File: config.mk
export PLATFORM = sky130hd
export DESIGN_NAME = shiftout_multi
export DESIGN_NICKNAME = d
export VERILOG_FILES = /design/src/rtl/shiftout_multi.sv
export SDC_FILE = /design/constraint.sdc
export NUM_CORES = 1
export LEC_CHECK = 0
export ABC_AREA = 1
export CAP_MARGIN = 20
export CORE_UTILIZATION = 30
export DETAILED_ROUTE_END_ITERATION = 8
export DONT_BUFFER_PORTS = 1
export PLACE_DENSITY = 0.52
export RECOVER_POWER = 50
export SLEW_MARGIN = 20
export SYNTH_ARGS = -nofsm -noshare
export SYNTH_HDL_FRONTEND = slang
export SYNTH_SLANG_ARGS = --single-unit
File: constraint.sdc
create_clock -name CLK -period 2.5 [get_ports CLK]
set_input_delay 0.125 -clock CLK [delete_from_list [all_inputs] [get_ports CLK]]
set_output_delay 0.125 -clock CLK [all_outputs]
set_load 0.1 [all_outputs]
File: src/rtl/shiftout_multi.sv
// Multi-lane 74HC595 chain driver: CHANNELS serial lanes sharing one shift clock and one latch.
// Optional readback of the chain outputs is enabled by defining SHIFTOUT_READBACK_EN.
module shiftout_multi #(
   parameter int DATA_WIDTH   = 32,
   parameter int CHANNELS     = 1,
   parameter int CLK_FREQ     = 12_000_000,
   parameter int FREQUENCY    = 1_000,
   parameter int CLKS_PER_BIT = CLK_FREQ / FREQUENCY
) (
   input  logic                           CLK,
   input  logic                           RST_N,
   input  logic [CHANNELS*DATA_WIDTH-1:0] IN_DATA,
   input  logic                           IN_MSB_FIRST,
   input  logic                           IN_VALID,
   output logic                           IN_READY,
   output logic                           SHIFT_CLOCK,
   output logic                           SHIFT_LATCH,
   output logic [CHANNELS-1:0]            SHIFT_DATA,
   output logic                           BUSY,
   output logic                           DONE
`ifdef SHIFTOUT_READBACK_EN
   ,
   input  logic [CHANNELS-1:0]            SHIFT_IN,
   output logic [CHANNELS*DATA_WIDTH-1:0] RD_DATA
`endif
);

   localparam int HALF = CLKS_PER_BIT / 2;
   localparam int CCW  = $clog2(CLKS_PER_BIT + 1);
   localparam int BCW  = $clog2(DATA_WIDTH + 1);
   localparam int FW   = CHANNELS * DATA_WIDTH;

   generate
      if (CLKS_PER_BIT < 2) begin : g_bad_clks_per_bit
         $error("shiftout_multi: CLKS_PER_BIT must be at least 2");
      end
   endgenerate

   typedef enum logic [1:0] {
      IDLE  = 2'd0,
      DATA  = 2'd1,
      LATCH = 2'd2
   } state_t;

   state_t         state;
   logic [CCW-1:0] clk_cnt;
   logic [BCW-1:0] bit_cnt;
   logic [FW-1:0]  frame;
   logic           msb_first;

   logic [CCW-1:0] clk_nxt;
   logic [BCW-1:0] bit_nxt;
   logic           period_end;
   logic           high_phase;

   assign clk_nxt    = clk_cnt + CCW'(1);
   assign bit_nxt    = bit_cnt + BCW'(1);
   assign period_end = (clk_cnt == CCW'(CLKS_PER_BIT - 1));
   assign high_phase = (clk_nxt >= CCW'(HALF));

   function automatic int lane_pos(input logic msb, input int idx);
      return msb ? (DATA_WIDTH - 1 - idx) : idx;
   endfunction

   // Gathers the bit at shift index idx from every lane of a frame.
   function automatic logic [CHANNELS-1:0] lane_bits(input logic [FW-1:0] data, input logic msb,
                                                     input int idx);
      logic [CHANNELS-1:0]   bits;
      logic [DATA_WIDTH-1:0] lane;
      bits = '0;
      for (int c = 0; c < CHANNELS; c++) begin
         lane    = DATA_WIDTH'(data >> (c * DATA_WIDTH));
         lane    = lane >> lane_pos(msb, idx);
         bits[c] = lane[0];
      end
      return bits;
   endfunction

   always_ff @(posedge CLK or negedge RST_N) begin
      if (!RST_N) begin
         state       <= IDLE;
         IN_READY    <= 1'b1;
         BUSY        <= 1'b0;
         DONE        <= 1'b0;
         SHIFT_CLOCK <= 1'b0;
         SHIFT_LATCH <= 1'b0;
         SHIFT_DATA  <= '0;
         clk_cnt     <= '0;
         bit_cnt     <= '0;
         frame       <= '0;
         msb_first   <= 1'b0;
      end else begin
         case (state)
            IDLE: begin
               DONE <= 1'b0;
               if (IN_VALID && IN_READY) begin
                  state       <= DATA;
                  IN_READY    <= 1'b0;
                  BUSY        <= 1'b1;
                  SHIFT_CLOCK <= 1'b0;
                  frame       <= IN_DATA;
                  msb_first   <= IN_MSB_FIRST;
                  SHIFT_DATA  <= lane_bits(IN_DATA, IN_MSB_FIRST, 0);
                  clk_cnt     <= '0;
                  bit_cnt     <= '0;
               end
            end
            DATA: begin
               if (period_end) begin
                  SHIFT_CLOCK <= 1'b0;
                  clk_cnt     <= '0;
                  if (bit_cnt < BCW'(DATA_WIDTH - 1)) begin
                     bit_cnt    <= bit_nxt;
                     SHIFT_DATA <= lane_bits(frame, msb_first, int'(bit_nxt));
                  end else begin
                     state      <= LATCH;
                     SHIFT_DATA <= '0;
                  end
               end else begin
                  clk_cnt     <= clk_nxt;
                  SHIFT_CLOCK <= high_phase;
               end
            end
            LATCH: begin
               if (period_end) begin
                  state       <= IDLE;
                  SHIFT_LATCH <= 1'b0;
                  BUSY        <= 1'b0;
                  IN_READY    <= 1'b1;
                  DONE        <= 1'b1;
                  clk_cnt     <= '0;
               end else begin
                  clk_cnt     <= clk_nxt;
                  SHIFT_LATCH <= high_phase;
               end
            end
            default: begin
               state       <= IDLE;
               IN_READY    <= 1'b1;
               BUSY        <= 1'b0;
               DONE        <= 1'b0;
               SHIFT_CLOCK <= 1'b0;
               SHIFT_LATCH <= 1'b0;
               SHIFT_DATA  <= '0;
               clk_cnt     <= '0;
               bit_cnt     <= '0;
               frame       <= '0;
               msb_first   <= 1'b0;
            end
         endcase
      end
   end

`ifdef SHIFTOUT_READBACK_EN
   logic [FW-1:0] rb_acc;
   logic          sample_edge;

   // Sampling happens on the edge that raises SHIFT_CLOCK, before the chain itself shifts.
   assign sample_edge = (state == DATA) && !period_end && (clk_nxt == CCW'(HALF));

   function automatic logic [FW-1:0] rb_insert(input logic [FW-1:0] acc, input logic [CHANNELS-1:0] sin,
                                               input logic msb, input int idx);
      logic [FW-1:0] mask;
      for (int c = 0; c < CHANNELS; c++) begin
         mask = FW'(1) << (c * DATA_WIDTH + lane_pos(msb, idx));
         acc  = sin[c] ? (acc | mask) : (acc & ~mask);
      end
      return acc;
   endfunction

   always_ff @(posedge CLK or negedge RST_N) begin
      if (!RST_N) begin
         rb_acc  <= '0;
         RD_DATA <= '0;
      end else begin
         if (sample_edge)
            rb_acc <= rb_insert(rb_acc, SHIFT_IN, msb_first, int'(bit_cnt));
         if (state == LATCH && period_end)
            RD_DATA <= rb_acc;
      end
   end
`endif

endmodule

### Yosys cells after proc, flatten, opt, wreduce, memory -nomap -nowiden

Index checks and enable logic that the tools add are counted.

* latch bits: 0
* input bits: 36
* RAM bits: 0
* output and inout bits: 6
* logic and storage cells: 72
* memories: 0
* flip-flop bits (word level): 61
* bits in read-only memories: 0

* equality and inequality tests: 8
* $lt $le $gt $ge: 2
* reduce and logical (&&, ||, !) cells: 11
* bitwise logic cells: 3
* $add $sub $neg: 3
* div/mod/pow operators: 0
* $mul: 0
* shift operators: 2
* multiplexer cells: 32

Operators with widths (number)
* 32-bit 2-to-1 mux: 2
* 32-bit case mux with 2 select lines: 1
* 32-bit by 32-bit right shift with 1-bit output: 1
* 32-bit by 5-bit right shift with 1-bit output: 1
* 14-bit 2-to-1 mux: 2
* 14-bit case mux with 2 select lines: 1
* 6-bit 2-to-1 mux: 3
* 6-bit case mux with 3 select lines: 1
* 14-bit by 1-bit adder with 14-bit output (second input constant): 1
* 14-bit == test (second input constant): 1
* 14-bit by 13-bit >= comparator with 1-bit output (second input constant): 1
* 1-bit case mux with 3 select lines: 4
* 2-bit != test (second input constant): 5
* 1-bit 2-to-1 mux: 9
* 2-bit 2-to-1 mux: 4
* 4-bit AND reduction: 2
* 5-bit by 6-bit subtractor with 7-bit output (first input constant): 1
* 6-bit by 1-bit adder with 6-bit output (second input constant): 1
* 6-bit by 5-bit < comparator with 1-bit output (second input constant): 1
* 1-bit case mux with 2 select lines: 3
* 2-bit case mux with 3 select lines: 1
* 2-bit AND reduction: 3
* 3-bit AND reduction: 2
* 5-bit 2-to-1 mux: 1
* other kinds (6): 9

### Longest topological paths before layout

* word-level depth: 7
* mapped depth: 14
* gate-level depth less buffers: 14

### Worst setup path after synthesis

No wires, ideal clock.

* path type: reg2reg
* start point: register IN_READY
* end point: register frame[10]
* library setup time: 83 ps
* setup slack: 594 ps
* arrival: 1824 ps
* required time: 2417 ps
* path buffers: 2
* stages on the path, launching flop included: 9
* period minus slack after synthesis: 1906 ps
* cell sequence: dfstp_2 > nand2_1 > nand2_2 > inv_1 > nor2_1 > buf_2 > buf_4 > nand3_1 > o21ai_0

* cells in the longest elaborated chain, start to end: 3

Ends and longest elaborated chain
* start, declared: line 15 `output logic IN_READY,`
* start signal, assigned: line 82 `IN_READY <= 1'b1;`
* start signal, assigned: line 98 `IN_READY <= 1'b0;`
* start signal, assigned: line 129 `IN_READY <= 1'b1;`
* 1-bit logical AND: line 96 `if (IN_VALID && IN_READY) begin`
* 2-bit != test (no source line)
* 2-bit AND reduction (no source line)
* end signal, assigned: line 90 `frame <= '0;`
* end signal, assigned: line 101 `frame <= IN_DATA;`
* end signal, assigned: line 147 `frame <= '0;`
* end, declared: line 48 `logic [FW-1:0] frame;`

Every way passes these cells.
A chain may end at the register's enable or synchronous reset.

### Worst setup path in the final report

* start point: register state[0]
* end point: register bit_cnt[5]

* cells in the longest elaborated chain, start to end: 3
* elaborated cells on any way between the ends: 9
* classes of those cells: 5 x eq/ne; 1 x mux; 1 x bitwise; 2 x reduce/logical

Ends and longest elaborated chain
* start, declared: line 45 `state_t state;`
* start signal, assigned: line 81 `state <= IDLE;`
* start signal, assigned: line 97 `state <= DATA;`
* start signal, assigned: line 116 `state <= LATCH;`
* 2-bit by 1-bit == test with 1-bit output, or another cell as far along: line 93 `case (state)`
* 2-bit != test (no source line) or 1-bit NOT (tied branches)
* 4-bit AND reduction (no source line)
* end signal, assigned: line 113 `bit_cnt <= bit_nxt;`
* end, declared: line 47 `logic [BCW-1:0] bit_cnt;`

Several ways; a longest one is shown, not always the timed one.

==> out/metrics.csv <==
stage;metric;value;unit
logic_synthesis;Yosys top cell by area;dfrtp_1;
setup_path;Setup crit start kind;register;
layout;Fill cells;1145;
drt;Starting DRT DRC Count;122;
drt;via/cell ratio;4.64;
pwr;Int Power;0.00171;W
global_route;M2 GR Usage;23.9;%
clock_network;Hold-fix buffers, CTS;35;
status;violated checks;capacitance limit, slew limit;
pwr;Sequential Power Share;46.0;%
pwr;Comb power frac;3.0;%
drt;Via Count;2885;
placed_design;routability cong.;0.819;
setup_path;FF-to-FF setup slack;0.52;ns
global_route;grt met3 use;4.04;%
layout;NumNets Final;519;
die;# rows;38;
clock_network;clock sinks;61;
pwr;sw power;0.000435;W
pwr;P_leak;1.92;nW
clock_network;CTS Buf Count;9;
die;starting density of the core;31.0;%
setup_path;Crit Path Class;register to register;
logic_synthesis;Post-Syn Area;3390;um2
logic_synthesis;top area cells in the synthesized netlist;dfrtp_1, nand3_1, nand2_1;
timing;Final Hold Fails;0;
logic_synthesis;Mapped Cells;439;
clock_network;CTS resizes;0;
logic_synthesis;Yosys reg bits;61;
timing;Final Setup Violations;0;
setup_path;Critical Path RT;2.74;ns
timing;setup TNS;0;ns
pwr;Switching Share;20.2;%
logic_synthesis;most frequent cell after synthesis;nand2_1;
die;width of the die;108;um
placed_design;placed cell area;3550;um2
drt;Remaining DRCs;0;
clock_network;CTS tree;built;
timing;Peak Freq;0.505;GHz
drt;routed length per instance;12.7;um
die;area of the die;11700;um2
clock_network;Clock transition at path regs;0.05;ns
logic_synthesis;Synth top cells by count;nand2_1, nand3_1, inv_1;
drt;DR pass1 iterations;4;
drt;remaining antenna violation count;0;
clock_network;H-tree levels;3;
pwr;Power Density;518;nW/um2
logic_synthesis;ys async rst share;100;%
timing;Relative slew margins;-3.31;%
pwr;VDD IR max;0.358;mV
timing;Final Skew;0.00470;ns
clock_network;Root Driver;clkbuf_16;
die;DIE HEIGHT;108;um
timing;unrepaired setup endpoints after global routing;no;
global_route;gr ovfl total;0;
setup_path;Critical Path AT;2.22;ns
clock_network;post-CTS setup buffer count;0;
logic_synthesis;Syn Area/Cell;7.72;um2
setup_path;Max Fanout on Critical Path;16;
logic_synthesis;Primary FF master, synth;dfrtp_1;
logic_synthesis;Seq/Total Area, Yosys;45.1;%
layout;Layout Cell Area excl Fill;4150;um2
flow_run;max-cap violations;1;
global_route;initial antenna violation count;0;
status;outcome;finished, violations left;
layout;Syn-to-layout area delta;22.4;%
placed_design;dpl hpwl;5.65;mm
logic_synthesis;Post-synth EDFFs;0;
pwr;clock group share of total power;51.0;%
global_route;gr busiest metal;met2;
layout;fraction of layout cells with a size suffix above 1;8.09;%
worst_hold_path;worst min-delay path class;input pin to register;
global_route;vias in the first global route;2926;
layout;area occupied by multi-input gates;1510;um2
layout;FF+latch area;1530;um2
placed_design;IO Port Bufs;0;
logic_synthesis;post-synth top area share;44.3;%
drt;Total Routed Length;7.90;mm
global_route;gr usage total;14.9;%
setup_path;element type at the critical path end;register;
logic_synthesis;Synth Warn #;0;
timing;Tcrit/Tclk final;79.2;%
layout;Antenna Cells;0;
clock_network;Worst-Skew Late Latency;0.32;ns
global_route;largest net degree at the start of global routing;67;
die;Core Area;10900;um2
global_route;first-pass GRT wire length;13.6;mm
logic_synthesis;Synth Net Count;480;
global_route;met1 Use GR;19.3;%
logic_synthesis;Yosys cell types;34;
die;# IOs;42;
timing;final max-slew violation count;62;
timing;worst slew pin tran;1.55;ns
timing;min cycle time layout;1.98;ns
clock_network;Clock Path Buffers;2;
## layout by cell type (no fill, tap or decap), types with 7 or more instances in the layout
master	instances
nor2_1	23
nand4_1	7
nand3_1	79
dlygate4sd3_1	34
o22ai_1	9
inv_1	66
xor2_1	10
dfrtp_1	60
o21ai_0	43
nand2_1	87
clkbuf_16	9
## per-stage QoR
step,power (W),utilization (%),hold WS (ns),worst slack [ns],std cells
detailed placement,0.00101,32.5,-0.167,0.521,572
global placement,0.00101,32.5,-0.167,0.494,572
CTS,0.00218,38.2,0.0997,0.497,622
finish,0.00215,37.9,0.0918,0.519,622
floorplan,0.00101,-,-0.171,0.594,439
global route,0.00223,37.9,0.131,0.302,622
## layer usage
| layer | vias up | share of wire, % |
|---|---|---|
| li1 | 1500 | - |
| met1 | 1331 | 49 |
| met2 | 45 | 45 |
| met3 | 9 | 4.5 |
| met4 | 0 | 1.2 |
| met5 | - | 0 |
## sequential cells by signal, summed over array words and instances, names as in the netlist
register / flops
DONE: 1
SHIFT_LATCH: 1
clk_cnt: 14
frame: 32
state: 2
IN_READY: 1
msb_first: 1
BUSY: 1
bit_cnt: 6
SHIFT_DATA: 1
SHIFT_CLOCK: 1
## power groups by stage
stage / Clock, W / Sequential [W] / Combinational (W)
4_1_cts: 0.00112 / 0.000989 / 0.0000718
5_1_grt: 0.00116 / 0.000988 / 0.0000723
2_1_floorplan: 0 / 0.00101 / 0.000000904
3_3_place_gp: 0 / 0.00101 / 0.000000927
3_5_place_dp: 0 / 0.00101 / 0.000000969
6_report: 0.00109 / 0.000989 / 0.0000646
## path summary, 6_finish.rpt
| path | start | end | cells past startpoint |
|---|---|---|---|
| worst min-delay path | IN_DATA[0] | SHIFT_DATA | 4 |
| max in group asynchronous | RST_N | bit_cnt[5] | 2 |
| worst min register to register | state[0] | state[0] | 2 |
| worst max register to register | state[0] | bit_cnt[5] | 9 |
| worst max-delay path | state[0] | bit_cnt[5] | 9 |
| min in group asynchronous | RST_N | frame[14] | 2 |
## cell type report
class                   instances  area share (%)
clock buffers                  13            6.03
inverters                      70            6.40
well taps                     140            4.22
repair buffers                 43            9.80
flip-flops and latches         61            36.8
multi-input cells             293            36.5
clock inverters                 2           0.241
## kinds of logic (layout without fill, tap and decap cells)
| family | count (synthesis) | count (layout) | synth area share, % |
|---|---|---|---|
| buffers and inverters | 85 | 128 | 10.5 |
| adder cells (fa/ha/maj) | 5 | 5 | 1.85 |
| XOR/XNOR | 12 | 12 | 3.55 |
| AND/OR/NAND/NOR | 214 | 214 | 29.0 |
| AO/OA/AOI/OAI | 62 | 62 | 10.1 |
| flip-flops | 61 | 61 | 45.1 |
## worst max-delay path, cell delays in order (launching register included)
cell      delay (ns)
dfrtp_1         0.37
inv_1           0.07
ha_1            0.22
nand2_2         0.27
inv_1           0.24
nor2_1          0.21
nand2_2         0.12
clkinv_1        0.10
nand2_1         0.10
o22ai_1         0.18
Note: power is estimated with default switching activity, not from simulation.
